--- src/rtl/tod_pkg.sv ---
// Shared constants, field encoding and the 12-hour mapping helper for the
// time-of-day counter.
package tod_pkg;

    localparam int HOUR_W = 5;
    localparam int MS_W   = 6;

    localparam logic [MS_W-1:0]   SEC_MAX  = 6'd59;
    localparam logic [MS_W-1:0]   MIN_MAX  = 6'd59;
    localparam logic [HOUR_W-1:0] HOUR_MAX = 5'd23;
    localparam logic [HOUR_W-1:0] NOON     = 5'd12;

    typedef enum logic [1:0] {
        FIELD_SEC  = 2'd0,
        FIELD_MIN  = 2'd1,
        FIELD_HOUR = 2'd2,
        FIELD_RSVD = 2'd3
    } field_e;

    // Midnight shows as 12; afternoon hours fold down by twelve.
    function automatic logic [HOUR_W-1:0] to_12h(input logic [HOUR_W-1:0] h);
        logic [HOUR_W-1:0] r;
        if (h == '0) begin
            r = NOON;
        end else if (h > NOON) begin
            r = h - NOON;
        end else begin
            r = h;
        end
        return r;
    endfunction

endpackage

--- src/rtl/tick_divider.sv ---
// Divides clk down to a one-second tick; tick is high during the wrap cycle
// so the consumer registers the new time on the same edge the divider wraps.
module tick_divider #(
    parameter int TICKS_PER_SEC = 50_000_000,
    parameter int DIV_W         = $clog2(TICKS_PER_SEC)
) (
    input  logic clk,
    input  logic rst,
    input  logic run,
    input  logic clear,
    output logic tick
);

    localparam logic [DIV_W-1:0] LAST = DIV_W'(TICKS_PER_SEC - 1);

    logic [DIV_W-1:0] r_div_cnt;
    logic             w_wrap;

    assign w_wrap = run && (r_div_cnt == LAST);
    assign tick   = w_wrap;

    // NOTE: sequential state uses non-blocking assignments so every register
    // samples pre-edge values regardless of block ordering.
    always_ff @(posedge clk or posedge rst) begin
        if (rst) begin
            r_div_cnt <= '0;
        end else if (clear) begin
            r_div_cnt <= '0;
        end else if (w_wrap) begin
            r_div_cnt <= '0;
        end else if (run) begin
            r_div_cnt <= r_div_cnt + 1'b1;
        end
    end

endmodule

--- src/rtl/tod_counter.sv ---
// 24-hour binary time-of-day counter with validated field writes,
// a 12-hour display view and a minute-resolution alarm.
module tod_counter
    import tod_pkg::*;
#(
    parameter int TICKS_PER_SEC = 50_000_000,
    parameter int DIV_W         = $clog2(TICKS_PER_SEC)
) (
    input  logic              clk,
    input  logic              rst,
    input  logic              run,
    input  logic              mode_12h,
    input  logic              set_valid,
    input  logic [1:0]        set_field,
    input  logic [MS_W-1:0]   set_value,
    output logic              set_ack,
    output logic              set_err,
    input  logic              alarm_en,
    input  logic [HOUR_W-1:0] alarm_hours,
    input  logic [MS_W-1:0]   alarm_minutes,
    output logic              alarm,
    output logic              sec_tick,
    output logic [HOUR_W-1:0] hours,
    output logic [MS_W-1:0]   minutes,
    output logic [MS_W-1:0]   seconds,
    output logic [HOUR_W-1:0] disp_hours,
    output logic              pm
);

    logic [HOUR_W-1:0] r_hour;
    logic [MS_W-1:0]   r_min;
    logic [MS_W-1:0]   r_sec;
    logic              r_set_ack;
    logic              r_set_err;
    logic              r_alarm;
    logic              r_sec_tick;

    logic              w_tick;
    logic              w_tick_eff;
    logic              w_set_ok;
    logic              w_set_accept;
    logic              w_set_reject;
    logic              w_alarm_hit;
    field_e            w_field;
    logic [HOUR_W-1:0] w_next_hour;
    logic [MS_W-1:0]   w_next_min;
    logic [MS_W-1:0]   w_next_sec;

    assign w_field = field_e'(set_field);

    always_comb begin
        // NOTE: defaults first so no path leaves a variable unassigned, which
        // would otherwise infer a latch.
        w_set_ok = 1'b0;
        case (w_field)
            FIELD_SEC:  w_set_ok = (set_value <= SEC_MAX);
            FIELD_MIN:  w_set_ok = (set_value <= MIN_MAX);
            FIELD_HOUR: w_set_ok = (set_value <= {1'b0, HOUR_MAX});
            default:    w_set_ok = 1'b0;
        endcase
    end

    assign w_set_accept = set_valid && w_set_ok;
    assign w_set_reject = set_valid && !w_set_ok;
    // An accepted write restarts the second, so a coincident tick is dropped.
    assign w_tick_eff   = w_tick && !w_set_accept;

    always_comb begin
        w_next_sec  = r_sec + 1'b1;
        w_next_min  = r_min;
        w_next_hour = r_hour;
        if (r_sec == SEC_MAX) begin
            w_next_sec = '0;
            w_next_min = r_min + 1'b1;
            if (r_min == MIN_MAX) begin
                w_next_min  = '0;
                w_next_hour = (r_hour == HOUR_MAX) ? '0 : r_hour + 1'b1;
            end
        end
    end

    // Compared against the post-tick time so only a tick can raise the alarm.
    assign w_alarm_hit = alarm_en
                      && (alarm_hours   <= HOUR_MAX)
                      && (alarm_minutes <= MIN_MAX)
                      && (w_next_sec  == '0)
                      && (w_next_min  == alarm_minutes)
                      && (w_next_hour == alarm_hours);

    tick_divider #(
        .TICKS_PER_SEC (TICKS_PER_SEC),
        .DIV_W         (DIV_W)
    ) u_tick_divider (
        .clk   (clk),
        .rst   (rst),
        .run   (run),
        .clear (w_set_accept),
        .tick  (w_tick)
    );

    always_ff @(posedge clk or posedge rst) begin
        if (rst) begin
            r_hour     <= '0;
            r_min      <= '0;
            r_sec      <= '0;
            r_set_ack  <= 1'b0;
            r_set_err  <= 1'b0;
            r_alarm    <= 1'b0;
            r_sec_tick <= 1'b0;
        end else begin
            r_set_ack  <= w_set_accept;
            r_set_err  <= w_set_reject;
            r_sec_tick <= w_tick_eff;
            r_alarm    <= w_tick_eff && w_alarm_hit;
            if (w_set_accept) begin
                case (w_field)
                    FIELD_SEC:  r_sec  <= set_value;
                    FIELD_MIN:  r_min  <= set_value;
                    FIELD_HOUR: r_hour <= set_value[HOUR_W-1:0];
                    default:    ;
                endcase
            end else if (w_tick_eff) begin
                r_sec  <= w_next_sec;
                r_min  <= w_next_min;
                r_hour <= w_next_hour;
            end
        end
    end

    assign set_ack    = r_set_ack;
    assign set_err    = r_set_err;
    assign alarm      = r_alarm;
    assign sec_tick   = r_sec_tick;
    assign hours      = r_hour;
    assign minutes    = r_min;
    assign seconds    = r_sec;
    assign disp_hours = mode_12h ? to_12h(r_hour) : r_hour;
    assign pm         = (r_hour >= NOON);

endmodule

--- config.mk ---
export PLATFORM = sky130hd
export DESIGN_NAME = tod_counter
export DESIGN_NICKNAME = d
export VERILOG_FILES = /design/src/rtl/tod_pkg.sv /design/src/rtl/tick_divider.sv /design/src/rtl/tod_counter.sv
export SDC_FILE = /design/constraint.sdc
export NUM_CORES = 1
export LEC_CHECK = 0
export CAP_MARGIN = 30
export CORE_MARGIN = 10
export CORE_UTILIZATION = 49
export CTS_CLUSTER_DIAMETER = 40
export DETAILED_ROUTE_END_ITERATION = 10
export GPL_TIMING_DRIVEN = 0
export PLACE_DENSITY = 0.79
export SYNTH_ARGS = -nofsm -noshare
export SYNTH_HDL_FRONTEND = slang
export SYNTH_SLANG_ARGS = --single-unit
--- constraint.sdc ---
create_clock -name clk -period 2 [get_ports clk]
set_input_delay 0.4 -clock clk [delete_from_list [all_inputs] [get_ports clk]]
set_output_delay 0.4 -clock clk [all_outputs]
set_load 0.03 [all_outputs]
==> results by stage <==
Layout:
- In the final design database the tool counted 540 nets.
- The library cell used most frequently in the layout, excluding fill and tap cells, is sky130_fd_sc_hd__buf_4.
- The top cell types in the final layout, fill and taps aside, are sky130_fd_sc_hd__buf_4, sky130_fd_sc_hd__nor2_1, sky130_fd_sc_hd__dfrtp_1, sky130_fd_sc_hd__clkdlybuf4s50_1, sky130_fd_sc_hd__nand2_1.
- The antenna diode count is 0.
- The final standard cell area without fillers is around 4900 um2.
- The filler cell count in the final layout is about 500.
- The fraction of final layout cells with drive strength greater than 1 is 30.97%.
- The relative area change from synthesis to final layout is 43.75%.

Placement:
- The post-DP HPWL is just over 7000 um.
- The number of input and output port buffers inserted is 50.
- The final weighted congestion of routability-driven global placement is 0.9438.
- Summing all placed instances gives a cell area of 4041 um2.

Setup path:
- Setup slack on the worst reg-to-reg path comes out at -170 ps.
- The endpoint required time on the critical path is approximately 2200 ps.
- The largest fanout of any net on the critical path is 5.
- In this run the critical register-to-register path is captured at alarm.
- The worst setup path is launched from a register.
- In this run the critical register-to-register path is launched from seconds[0].
- The worst endpoint data arrival time is 2400 ps.
- The depth of the worst register-to-register path is 8.
- The kind of end point of the critical path is a register.
- The critical path is of the register to register type.

Power:
- In this run the power density over the cells is 862.9 nW/um2.
- The maximum vdd drop is about 0.51 mV.
- The analysis attributes to cell leakage a power of 2.040 nW.

Floorplan:
- In this run the vertical extent of the chip is roughly 100 um.
- The die covers between 10000 and 15000 um2.
- The effective utilization at floorplan is 50.11%.
- The number of rows in the core area is 30.
- The core region is between 6000 and 7000 um2.
- The width of the die is around 100 um.
- During I/O placement, the number of pins put on the boundary was 52.

Routing:
- In the routed design, unresolved DRC markers number 0.
- Using the TritonRoute via totals, the vias-per-cell ratio works out to 6.322.
- Once detail routing completed, the nets flagged for antenna violations numbered 0.
- The first detailed-routing pass ran for 4 iterations.
- The detail-routed net length per standard cell is 19.75 um.
- Wires add up to ~12000 um.
- The first-iteration detailed-routing DRC count is 284.
- The routed layout has 3711 vias.

Global routing:
- The initial antenna violation count is 0.
- The global route total overflow is 0.
- The largest net degree at the start of global routing is 43.
- The via count of the first global-routing pass is 3499.
- For this run, the total global-route usage over all layers was measured as about a fifth.
- The first-pass GRT wire length is 17130 um.

Synthesis:
- The share of the synthesized area in the top cell type is 34.74%.
- In this run, distinct cell masters in the synthesized netlist total 65.
- The net count after synthesis is about 440.
- The number of cells produced by synthesis is 404.
- The simple-gate share of the synthesized area is 25.79%.
- After synthesis, the share of flip-flops with an asynchronous set or reset is 100.0%.
- The number of enable flip-flop cells after synthesis is 0.
- Of the total synthesized cell area, the portion taken by XOR and XNOR cells is under 10%.
- By area the synthesized netlist is led by sky130_fd_sc_hd__dfrtp_1, sky130_fd_sc_hd__nor2_1, sky130_fd_sc_hd__xor2_1.
- The library cell occupying the most area in the post-synthesis netlist is sky130_fd_sc_hd__dfrtp_1.
- The compound-cell area share of the yosys netlist is 21.18%.
- A synthesized cell averages 8.381 um2.
- The netlist area before placement is 3386 um2.
- The most used flip-flop cell after synthesis is sky130_fd_sc_hd__dfrtp_1.
- The share of synthesized area spent on multiplexers is 1.220%.
- After synthesis, the largest family of logic cells by area is simple AND/OR/NAND/NOR gates.
- The count of synthesis-stage warnings from yosys is 0.
- The area share of fa/ha/maj cells after synthesis is under 10%.
- Synthesis inferred between 40 and 50 register bits.
- The portion of the post-synthesis area used by sequential elements is 34.74%.

Timing:
- On the final layout, the worst clock skew is 3.752 ps.
- The clock period minus final worst setup slack is 2170 ps.
- Setup total negative slack on the finished layout was measured at -282.5 ps.
- The number of failing hold endpoints at the final stage is 0.
- The maximum frequency from static timing analysis is 0.4608 GHz.
- The relative max-transition margin is 63.83%.
- Setup slack on the critical path of the routed design comes to -169.9 ps.
- The fraction of the cycle the final worst path needs is 108.5%.
- At the pin with the least slew margin, the transition time is 542.5 ps.
- The number of slew-limit violations in the final report is 0.
- The final setup violation count is 5.
- Setup repair after global routing could not meet its margin everywhere.

Clocking:
- The clock tree synthesis step divided the H-tree into 2 levels.
- The clock tree root driver cell is sky130_fd_sc_hd__clkbuf_8.
- The longest clock path from root to sink contains 2 buffers.
- The number of clock sinks is 47.
- TritonCTS built the clock tree.
- Clock tree synthesis inserted a total of 5 buffers.
- The clock edge transition at the registers on the reported setup and hold paths is 90 ps.
- At the later pin of the worst-skew pair, clock insertion delay measures 320 ps.
- The number of hold buffers added after CTS is 0.

Job:
- The max capacitance violation total is 0.

Min path:
- The worst hold path belongs to the class input pin to asynchronous set/reset pin.

Run status:
- The flow ran to the end, but the final reports show violations.
- The final reports fail on negative setup slack.
-- cell usage after synthesis (3+ instances only) --
cell type and n:
sky130_fd_sc_hd__dfrtp_1 47, sky130_fd_sc_hd__nor2_1 45, sky130_fd_sc_hd__nand2_1 31, sky130_fd_sc_hd__o21ai_0 30
sky130_fd_sc_hd__a21oi_1 25, sky130_fd_sc_hd__inv_1 22, sky130_fd_sc_hd__xor2_1 18, sky130_fd_sc_hd__nand3_1 15
sky130_fd_sc_hd__and3_1 12, sky130_fd_sc_hd__xnor2_1 12, sky130_fd_sc_hd__nand4_1 10, sky130_fd_sc_hd__ha_1 9
sky130_fd_sc_hd__nor3_1 8, sky130_fd_sc_hd__o211ai_1 7, sky130_fd_sc_hd__buf_2 6, sky130_fd_sc_hd__clkbuf_1 6
sky130_fd_sc_hd__nor4_1 6, sky130_fd_sc_hd__or3_1 6, sky130_fd_sc_hd__buf_4 5, sky130_fd_sc_hd__a41oi_1 4
sky130_fd_sc_hd__and2_1 4, sky130_fd_sc_hd__nor3b_1 4, sky130_fd_sc_hd__o22ai_1 4, sky130_fd_sc_hd__o31ai_1 4
sky130_fd_sc_hd__a22oi_1 3, sky130_fd_sc_hd__a31oi_1 3, sky130_fd_sc_hd__and4_1 3, sky130_fd_sc_hd__mux2i_1 3
sky130_fd_sc_hd__o2111ai_1 3
-- stage by stage --
step	hold slack (ps)	worst slack, ps	utilization [%]	total power [mW]	std cells
global route	305.1	-241.1	72.04	4.389	587
global placement	496.8	-652.9	59.52	2.978	534
floorplan	460.5	-72.79	-	2.358	404
detailed placement	485.5	-707.0	59.81	3.018	535
CTS	289.6	-52.29	66.33	3.865	573
finish	287.7	-169.9	72.04	4.200	587
-- metal layers --
layer / routed length [um] / GRT usage (%)
met5: 0 / 0
met4: 487 / 10.16
met1: 4406 / 24.20
met2: 5682 / 34.03
met3: 1015 / 3.284
-- worst max path at each step --
| stage | start | end | slack (ps) | depth (start not counted) |
|---|---|---|---|---|
| 6_report | seconds[0] | alarm | -170 | 8 |
| 5_1_grt | seconds[0] | alarm | -240 | 8 |
| 4_1_cts | seconds[0] | alarm | -50 | 8 |
| 3_5_place_dp | set_value[3] | u_tick_divider.r_div_cnt[8] | -710 | 8 |
| 3_3_place_gp | rst | seconds[1] | -650 | 2 |
| 2_1_floorplan | hours[3] | disp_hours[0] | -70 | 6 |
-- report_power, final --
| group | switching (mW) | internal (mW) |
|---|---|---|
| sequential | 0.163 | 1.08 |
| clock | 0.365 | 0.252 |
| combinational | 1.34 | 0.998 |
| total | 1.87 | 2.33 |
-- sequential cells by signal, indices dropped and copies added (netlist names) --
name / count
alarm: 1
sec_tick: 1
hours: 5
u_tick_divider.r_div_cnt: 26
set_ack: 1
seconds: 6
set_err: 1
minutes: 6
-- timing repair --
item                       4_1_cts  5_1_grt
pin swaps                       18       30
setup endpoints to repair       50       47
gates resized for setup         74       82
hold endpoints to repair         0        0
buffers inserted                32       15
-- layout make-up --
class	instances	area, um2	share of cell area, %
Timing Repair Buffer	97	894.6	18.38
Buffer	19	153.9	3.162
Sequential cell	47	1189	24.42
Inverter	22	87.58	1.799
Tap cell	80	100.1	2.057
Clock inverter	2	17.52	0.3599
Multi-Input combinational cell	314	2352	48.33
Clock buffer	6	72.57	1.491
-- critical path: stages (launching register included) --
cell,delay (ps)
sky130_fd_sc_hd__dfrtp_2,410
sky130_fd_sc_hd__ha_4,160
sky130_fd_sc_hd__and4_4,260
sky130_fd_sc_hd__nand2_4,60
sky130_fd_sc_hd__buf_6,130
sky130_fd_sc_hd__or3_4,330
sky130_fd_sc_hd__a32oi_1,290
sky130_fd_sc_hd__o2111ai_1,180
sky130_fd_sc_hd__nor4_2,270
-- cells by family (layout without fill, tap and decap cells) --
family	after synthesis	after routing
adder cells (fa/ha/maj)	9	9
multiplexers	4	4
AO/OA/AOI/OAI	108	108
XOR/XNOR	30	30
flip-flops	47	47
AND/OR/NAND/NOR	163	163
buffers and inverters	43	146
No activity file was read; power rests on OpenSTA's default activity.
